**src/rtl/multi_delay.sv**
```systemverilog
// -----------------------------------------------------------------------------
// multi_delay
//
// Bank of NCH independent programmable delay/period channels. Each channel owns
// a period register P, a counter and a three-state FSM (IDLE / COUNT / DONE).
// While counting, the counter runs 0..P and the channel raises `sig` for the
// one cycle in which the counter equals P. In periodic mode it then restarts
// from 0, so pulses recur every P+1 cycles. In one-shot mode it parks in DONE
// until its enable drops. All channels share a single period write port.
//
// If P is rewritten below the value the counter has already reached, the
// channel is overrun. It then reports neither `sig` nor `flg`, restarts its
// count from 0 on the next edge and sets a sticky error flag. Because of this
// restart the counter never runs past P, so it can never wrap.
//
// Parameters
//   NCH        number of channels (1..16)
//   CBITS      counter / period width
//   RST_PERIOD period loaded into every channel by reset (must fit in CBITS)
//   CHBITS     derived channel-select width, max(1, clog2(NCH)); not to be set
//
// Ports
//   clk      in   1       sole clock, rising edge
//   rst      in   1       asynchronous active-high reset
//   en       in   NCH     per-channel run enable (level)
//   mode     in   NCH     per-channel mode: 0 periodic, 1 one-shot
//   wr_en    in   1       period write strobe
//   wr_ch    in   CHBITS  channel addressed by the write; wr_ch >= NCH is ignored
//   wr_data  in   CBITS   new period value
//   err_clr  in   NCH     per-channel sticky error clear
//   sig      out  NCH     terminal-count pulse (COUNT and cnt == P)
//   flg      out  NCH     counting and below terminal count (COUNT and cnt < P)
//   err      out  NCH     sticky overrun error
//   done     out  NCH     one-shot completed (state DONE)
// -----------------------------------------------------------------------------
module multi_delay #(
  parameter int NCH        = 4,
  parameter int CBITS      = 17,
  parameter int RST_PERIOD = 100000,
  localparam int CHBITS    = (NCH > 1) ? $clog2(NCH) : 1
) (
  input  logic              clk,
  input  logic              rst,
  input  logic [NCH-1:0]    en,
  input  logic [NCH-1:0]    mode,
  input  logic              wr_en,
  input  logic [CHBITS-1:0] wr_ch,
  input  logic [CBITS-1:0]  wr_data,
  input  logic [NCH-1:0]    err_clr,
  output logic [NCH-1:0]    sig,
  output logic [NCH-1:0]    flg,
  output logic [NCH-1:0]    err,
  output logic [NCH-1:0]    done
);

  typedef enum logic [1:0] {
    ST_IDLE  = 2'd0,
    ST_COUNT = 2'd1,
    ST_DONE  = 2'd2
  } state_t;

  localparam logic [CBITS-1:0] RST_P = CBITS'(RST_PERIOD);

  // ---------------------------------------------------------------------------
  // Shared write port decode. Comparing the select against each channel index
  // means an out-of-range wr_ch simply matches no channel.
  // ---------------------------------------------------------------------------
  logic [NCH-1:0] wr_hit;

  // NOTE: every signal assigned in always_comb gets a default on entry, so no
  // path through the block can leave it holding a value and infer a latch.
  always_comb begin
    wr_hit = '0;
    for (int i = 0; i < NCH; i++) begin
      if (wr_en && (int'(wr_ch) == i)) begin
        wr_hit[i] = 1'b1;
      end
    end
  end

  // ---------------------------------------------------------------------------
  // Per-channel datapath and FSM
  // ---------------------------------------------------------------------------
  for (genvar c = 0; c < NCH; c++) begin : g_ch

    state_t           state_q, state_d;
    logic [CBITS-1:0] cnt_q, cnt_d;
    logic [CBITS-1:0] per_q;
    logic             err_q, err_d;

    // Counter position relative to the period. Exactly one of these is high.
    logic at_tc, below_tc, over_tc;

    assign at_tc    = (cnt_q == per_q);
    assign below_tc = (cnt_q <  per_q);
    assign over_tc  = (cnt_q >  per_q);

    // -------------------------------------------------------------------------
    // State register (also holds counter, period and sticky error)
    // -------------------------------------------------------------------------
    // NOTE: sequential state uses non-blocking assignments so every register
    // samples the pre-edge values of the others, regardless of statement order.
    always_ff @(posedge clk or posedge rst) begin
      if (rst) begin
        state_q <= ST_IDLE;
        cnt_q   <= '0;
        per_q   <= RST_P;
        err_q   <= 1'b0;
      end else begin
        state_q <= state_d;
        cnt_q   <= cnt_d;
        err_q   <= err_d;
        // A new period takes effect from the cycle after the write edge; this
        // edge's transition was decided with the old period.
        if (wr_hit[c]) begin
          per_q <= wr_data;
        end
      end
    end

    // -------------------------------------------------------------------------
    // Next-state logic
    // -------------------------------------------------------------------------
    always_comb begin
      state_d = state_q;
      cnt_d   = cnt_q;
      unique case (state_q)
        ST_IDLE: begin
          cnt_d = '0;
          if (en[c]) begin
            state_d = ST_COUNT;
          end
        end

        ST_COUNT: begin
          if (!en[c]) begin
            // Dropping enable abandons the count; a pulse already showing
            // this cycle is not suppressed.
            state_d = ST_IDLE;
            cnt_d   = '0;
          end else if (below_tc) begin
            // cnt < P, so the increment cannot exceed P and never wraps.
            cnt_d = cnt_q + CBITS'(1);
          end else begin
            // Terminal count or overrun: both restart from zero. Only a
            // genuine terminal count can complete a one-shot.
            cnt_d = '0;
            if (at_tc && mode[c]) begin
              state_d = ST_DONE;
            end
          end
        end

        ST_DONE: begin
          cnt_d = '0;
          if (!en[c]) begin
            state_d = ST_IDLE;
          end
        end

        default: begin
          state_d = ST_IDLE;
          cnt_d   = '0;
        end
      endcase
    end

    // Overrun sets the sticky error; a set in the same cycle as a clear wins.
    assign err_d = (err_q & ~err_clr[c]) | ((state_q == ST_COUNT) & over_tc);

    // -------------------------------------------------------------------------
    // Output logic, purely from registered state
    // -------------------------------------------------------------------------
    logic sig_c, flg_c, done_c;

    always_comb begin
      sig_c  = 1'b0;
      flg_c  = 1'b0;
      done_c = 1'b0;
      unique case (state_q)
        ST_COUNT: begin
          sig_c = at_tc;
          flg_c = below_tc;
        end
        ST_DONE: begin
          done_c = 1'b1;
        end
        default: begin
          sig_c  = 1'b0;
          flg_c  = 1'b0;
          done_c = 1'b0;
        end
      endcase
    end

    assign sig[c]  = sig_c;
    assign flg[c]  = flg_c;
    assign done[c] = done_c;
    assign err[c]  = err_q;

  end : g_ch

endmodule : multi_delay
```
**config.mk**
```make
export PLATFORM = sky130hd
export DESIGN_NAME = multi_delay
export DESIGN_NICKNAME = d
export VERILOG_FILES = /design/src/rtl/multi_delay.sv
export SDC_FILE = /design/constraint.sdc
export NUM_CORES = 1
export LEC_CHECK = 0
export ABC_CLOCK_PERIOD_IN_PS = 8770
export CORE_AREA = 4 4 144 132
export CTS_CLUSTER_DIAMETER = 30
export DETAILED_ROUTE_END_ITERATION = 10
export DIE_AREA = 0 0 148 136
export PLACE_DENSITY = 0.66
export SLEW_MARGIN = 20
export SYNTH_ARGS = -nofsm -noshare
export SYNTH_HDL_FRONTEND = slang
export SYNTH_SLANG_ARGS = --single-unit
```
**constraint.sdc**
```tcl
create_clock -name clk -period 8.77 [get_ports clk]
set_input_delay 2.631 -clock clk [delete_from_list [all_inputs] [get_ports clk]]
set_output_delay 2.631 -clock clk [all_outputs]
set_load 0.03 [all_outputs]
```
Word level (Yosys, flattened, before mapping)
Cells that the tools add are included.
Operators by class
  add/sub/neg operators: 4
  order comparisons: 8
  eq/ne operators: 31
  muxes and demuxes: 52
  bitwise operators: 16
  reduce and logical (&&, ||, !) cells: 17
Operators with widths (count)
  two-way mux 17 bit: 12
  adder 17 x 1 -> 17 bit (second input constant): 4
  == test 17 bit: 4
  greater-than comparator 17 bit: 4
  less-than comparator 17 bit: 4
  two-way mux 2 bit: 20
  inequality test 3 bit (second input constant): 8
  one-hot mux 2 bit (3 select lines): 4
  two-way mux 1 bit: 16
  inequality test 2 bit (second input constant): 8
  AND reduction 4 bit: 4
  == test 2 bit (second input constant): 6
  == test 2 x 1 -> 1 bit (second input constant): 5
  zero test 2 bit: 5
  AND 1 bit: 8
  logical AND 1 bit: 8
  inverter 1 bit: 4
  bitwise OR 1 bit: 4
Storage, ports and cells
  flip-flop bits (word level): 148
  input bits: 34
  output and inout bits: 16
  logic and storage cells: 144

Logic depth before layout (Yosys ltp)
  depth in word-level cells: 6
  gate-level depth with buffers: 9
  depth with buffers taken out: 7

Least setup slack after synthesis
OpenSTA, ideal clock, no wires.
  path type: reg2out
  start: register g_ch[3].per_q[15]
  end: output port flg[3]
  arrival: 1.922 ns
  required time: 6.139 ns
  setup slack: 4.217 ns
  cell stages (with the launch flop): 9
  path buffers: 2
  path through: dfstp_2 > inv_1 > ha_1 > nand4_1 > or3_1 > o211ai_2 > buf_6 > nor2_1 > buf_4
On the way
  cells in the longest elaborated chain, start to end: 2
RTL lines
  from (decl): RTL line 88  | logic [CBITS-1:0] per_q;
  from (signal assigned): RTL line 116  | per_q <= wr_data;
  less-than comparator 17 bit: RTL line 95  | assign below_tc = (cnt_q < per_q);
  two-way mux 1 bit: RTL line 180  | unique case (state_q)
  to (decl): RTL line 51  | output logic [NCH-1:0] flg,
Every way passes these cells.

Worst setup path after layout
Ends and elaborated chain as after synthesis.

==> reports/results.txt <==
The flow ran to the end, and the final reports show no timing, DRC or antenna violations. The worst-case IR drop observed on VDD is 126 uV. For the worst-skew pair, the clock arrives at the later sink with an insertion delay of 0.42 ns. The total routed wirelength is 16.6 mm. After global routing the overflow that remains totals 0. Largest fanout on the critical path: 21. The first global-routing pass estimated 27.9 mm of wire.

In this run the clock root is driven by a clkbuf_16. The count of cells along the worst register-to-register path came out at 8. Final period utilization: 0.648. The floorplan step defined a die boundary enclosing 0.0201 mm^2.

From synthesis to final layout, the design area changed by 14.9%. Number of distinct standard cells referenced by the synthesized netlist: 53. The core region is 0.0175 mm^2. Counting the buffers created by CTS gives 17. The XOR/XNOR share of the synthesized area is 0.0631. The final standard cell utilization of the core was 0.546. In this run, post-CTS repair resized a total of 0 instances. After layout, the design draws a total of 1.76 mW. The average cell area after synthesis was 10.3 um^2; the count of nets after finishing was 956.

The Yosys step of the flow raised 0 warnings. The congestion estimate from routability-driven global placement came to 0.827. For the H-tree level count, the log shows 4.

The detail route stage leaves a number of antenna-violating nets equal to 0. The sequential share of the synthesized area is 0.449. For the total length of routed met3 wires, the log shows 561 um.

After the first detailed-routing iteration, the DRC count stood at 231. The floorplan step set the die height to 136 um. The critical path arrival is 3.05 ns, and the fraction of the mapped netlist area in adder cells is 0.108. The overall track demand over capacity in global routing was 0.176. The repair_antennas step left the layout with diodes totalling 0. The run gives 4.38 nW as the leakage power summed over all cells. In the synthesized netlist, the cells that appear most often are dfrtp_1, inv_1, ha_1.

The number of iterations in the first detailed-routing pass is 4, and the number of buffers added to fix hold violations after cts is 0. Endpoint class of the critical path: a primary output. Setup repair after global routing left no endpoint under its margin. For this block, wires on met1 add up to 8.25 mm. Horizontal extent of the die: 148 um. TritonCTS built the clock tree. The flip-flop and latch count after synthesis was 148.

For the pin with the worst max-slew slack, the measured transition is 0.847 ns. Buffers placed on the I/O ports in this run total 49. The I/O pin total came out at 50. In the final routed layout, each cell accounts on average for 15.1 um.

The top metal layer carrying routed signals was met4. For this block, the via count after detailed routing is 5601. The class of the most critical hold timing path was reg2reg.

dfrtp_1 is the most common cell in the netlist. The setup total negative slack is 0 ns. The starting utilization of the core area is 0.476, and the largest net degree at the start of global routing is 81.

Yosys attributes the largest share of cell area to dfrtp_1, ha_1, dfstp_2. Across the run, the number of max-cap violations was 0. For the worst clock skew, the log shows 0.00727 ns. The run gives 809 as the number of instances in the synthesized netlist. The most used flip-flop cell after synthesis is dfrtp_1.

The tools report the final hold violation count as 0. The count of pins over their slew limit was 0. The number of enable-type register cells in the synthesized netlist is 0. The clock drives 148 sinks. The run gives 46 as the row count. In this run the worst setup path begins at g_ch[3].per_q[15]. The simple-gate portion of the synthesized area was 0.170; the detailed-placement wirelength estimate was 11.6 mm. In this run the worst setup path terminates at flg[3]. The share of cells above drive strength 1 works out to 0.159. The fraction of synthesized cell area taken by the top area cell type was 0.373. Routed length on met2: 7.66 mm. The initial antenna violation count was 0; the time the final worst path needs with I/O delays and setup was 5.68 ns. The required time at the endpoint of the critical path is 6.14 ns.

Via count of the first global-routing pass: 5370. Dividing total power by cell area gives a power density of 184 mW/mm^2. The portion of netlist area occupied by mux cells is 0.0704. Startpoint type of the worst setup path: a flop. The critical path is of the reg2out type. The main combinational cell family by area after synthesis is simple AND/OR/NAND/NOR gates. The setup slack after layout is 3.09 ns. The number of buffers inserted to repair setup after CTS was 0. The cell taking the most area after synthesis is dfrtp_1. At the placement stage, the worst setup path has a slack of 3.57 ns. The tools report the worst max-slew margin expressed relative to the limit as 0.434. The synthesized-area fraction occupied by ao, oa, aoi and oai cells is 0.0708. Counting every net in the synthesized netlist gives 915. The number of endpoints failing setup at the final stage is 0, and the clock transition at the registers of the reported paths is 0.06 ns.

In this run the critical register-to-register path is captured at g_ch[3].err_q. The setup check on the worst reg-to-reg path leaves a slack of 6.55 ns. The startpoint identified for the worst register-to-register timing path is g_ch[3].per_q[15]. The synthesized area was 0.00832 mm^2; the clock tree buffer depth was 2.

In the routed design, unresolved DRC markers number 0. The share of flip-flops with an asynchronous set or reset is 1.00. Static timing analysis puts the maximum clock frequency at 176 MHz.

In the routed layout, each cell is associated on average with a via count of 5.08.
## cells in the final DEF (no fill, tap or decap), drive strengths merged, types with 24 or more instances in the layout
master / instances
dfrtp: 124
xnor2: 40
nand3: 24
nor2: 52
dfstp: 24
clkdlybuf4s50: 49
nor3: 67
ha: 72
a21oi: 27
mux2: 52
inv: 95
nand2: 59
## worst min path at each step
stage,startpoint,to,depth (start not counted)
floorplan,g_ch[2].cnt_q[0],g_ch[2].cnt_q[0],1
global placement,g_ch[3].err_q,g_ch[3].err_q,1
detailed placement,g_ch[3].err_q,g_ch[3].err_q,1
CTS,g_ch[3].err_q,g_ch[3].err_q,1
global route,g_ch[1].per_q[3],g_ch[1].per_q[3],1
finish,g_ch[3].err_q,g_ch[3].err_q,1
## logic make-up after synthesis
| family | after synthesis |
|---|---|
| simple gates | 268 |
| fa+ha+maj | 72 |
| flops | 148 |
| xor+xnor | 60 |
| compound gates | 82 |
| buf+inv | 127 |
| mux | 52 |
## through the flow
stage	hold WS (ns)	cell area, um^2	instances
6_report	0.493	9560	1103
3_3_place_gp	0.474	8940	1071
2_1_floorplan	0.449	8320	809
4_1_cts	0.499	9560	1103
5_1_grt	0.521	9560	1103
3_5_place_dp	0.486	8940	1071
## metal layers
| layer | up-vias | track usage |
|---|---|---|
| met3 | 15 | 0.0433 |
| met5 | - | 0 |
| met4 | 0 | 0.0416 |
| li1 | 2833 | - |
| met1 | 2682 | 0.251 |
| met2 | 71 | 0.271 |
## final cells by class
cell class              count  area [um^2]
inverters                  95          362
repair buffers             54          532
fillers                  1595         7940
flip-flops and latches    148         3730
multi-input cells         534         4020
well taps                 240          300
clock buffers              23          488
clock inverters             9          125
## power breakdown
group          internal, mW  leakage (nW)  switching [mW]
Sequential            0.758          1.88          0.0299
Clock                 0.476         0.299           0.277
Combinational        0.0989          2.20           0.117
Total                  1.33          4.38           0.424
## state kept, by name, indices dropped and copies added, names as in the netlist
name,flops
g_ch.err_q,4
g_ch.per_q,68
g_ch.cnt_q,68
g_ch.state_q,8
## worst max-delay path: stages (launching register included)
cell and delay (ns):
dfstp_2 0.53, inv_1 0.04, ha_1 0.30, nand4_1 0.17, nor4_1 0.41, a22oi_1 0.15, o211ai_2 0.10, buf_4 0.27
nor2_1 0.07, clkdlybuf4s50_1 0.59
Power figures use the tool's default switching activity.
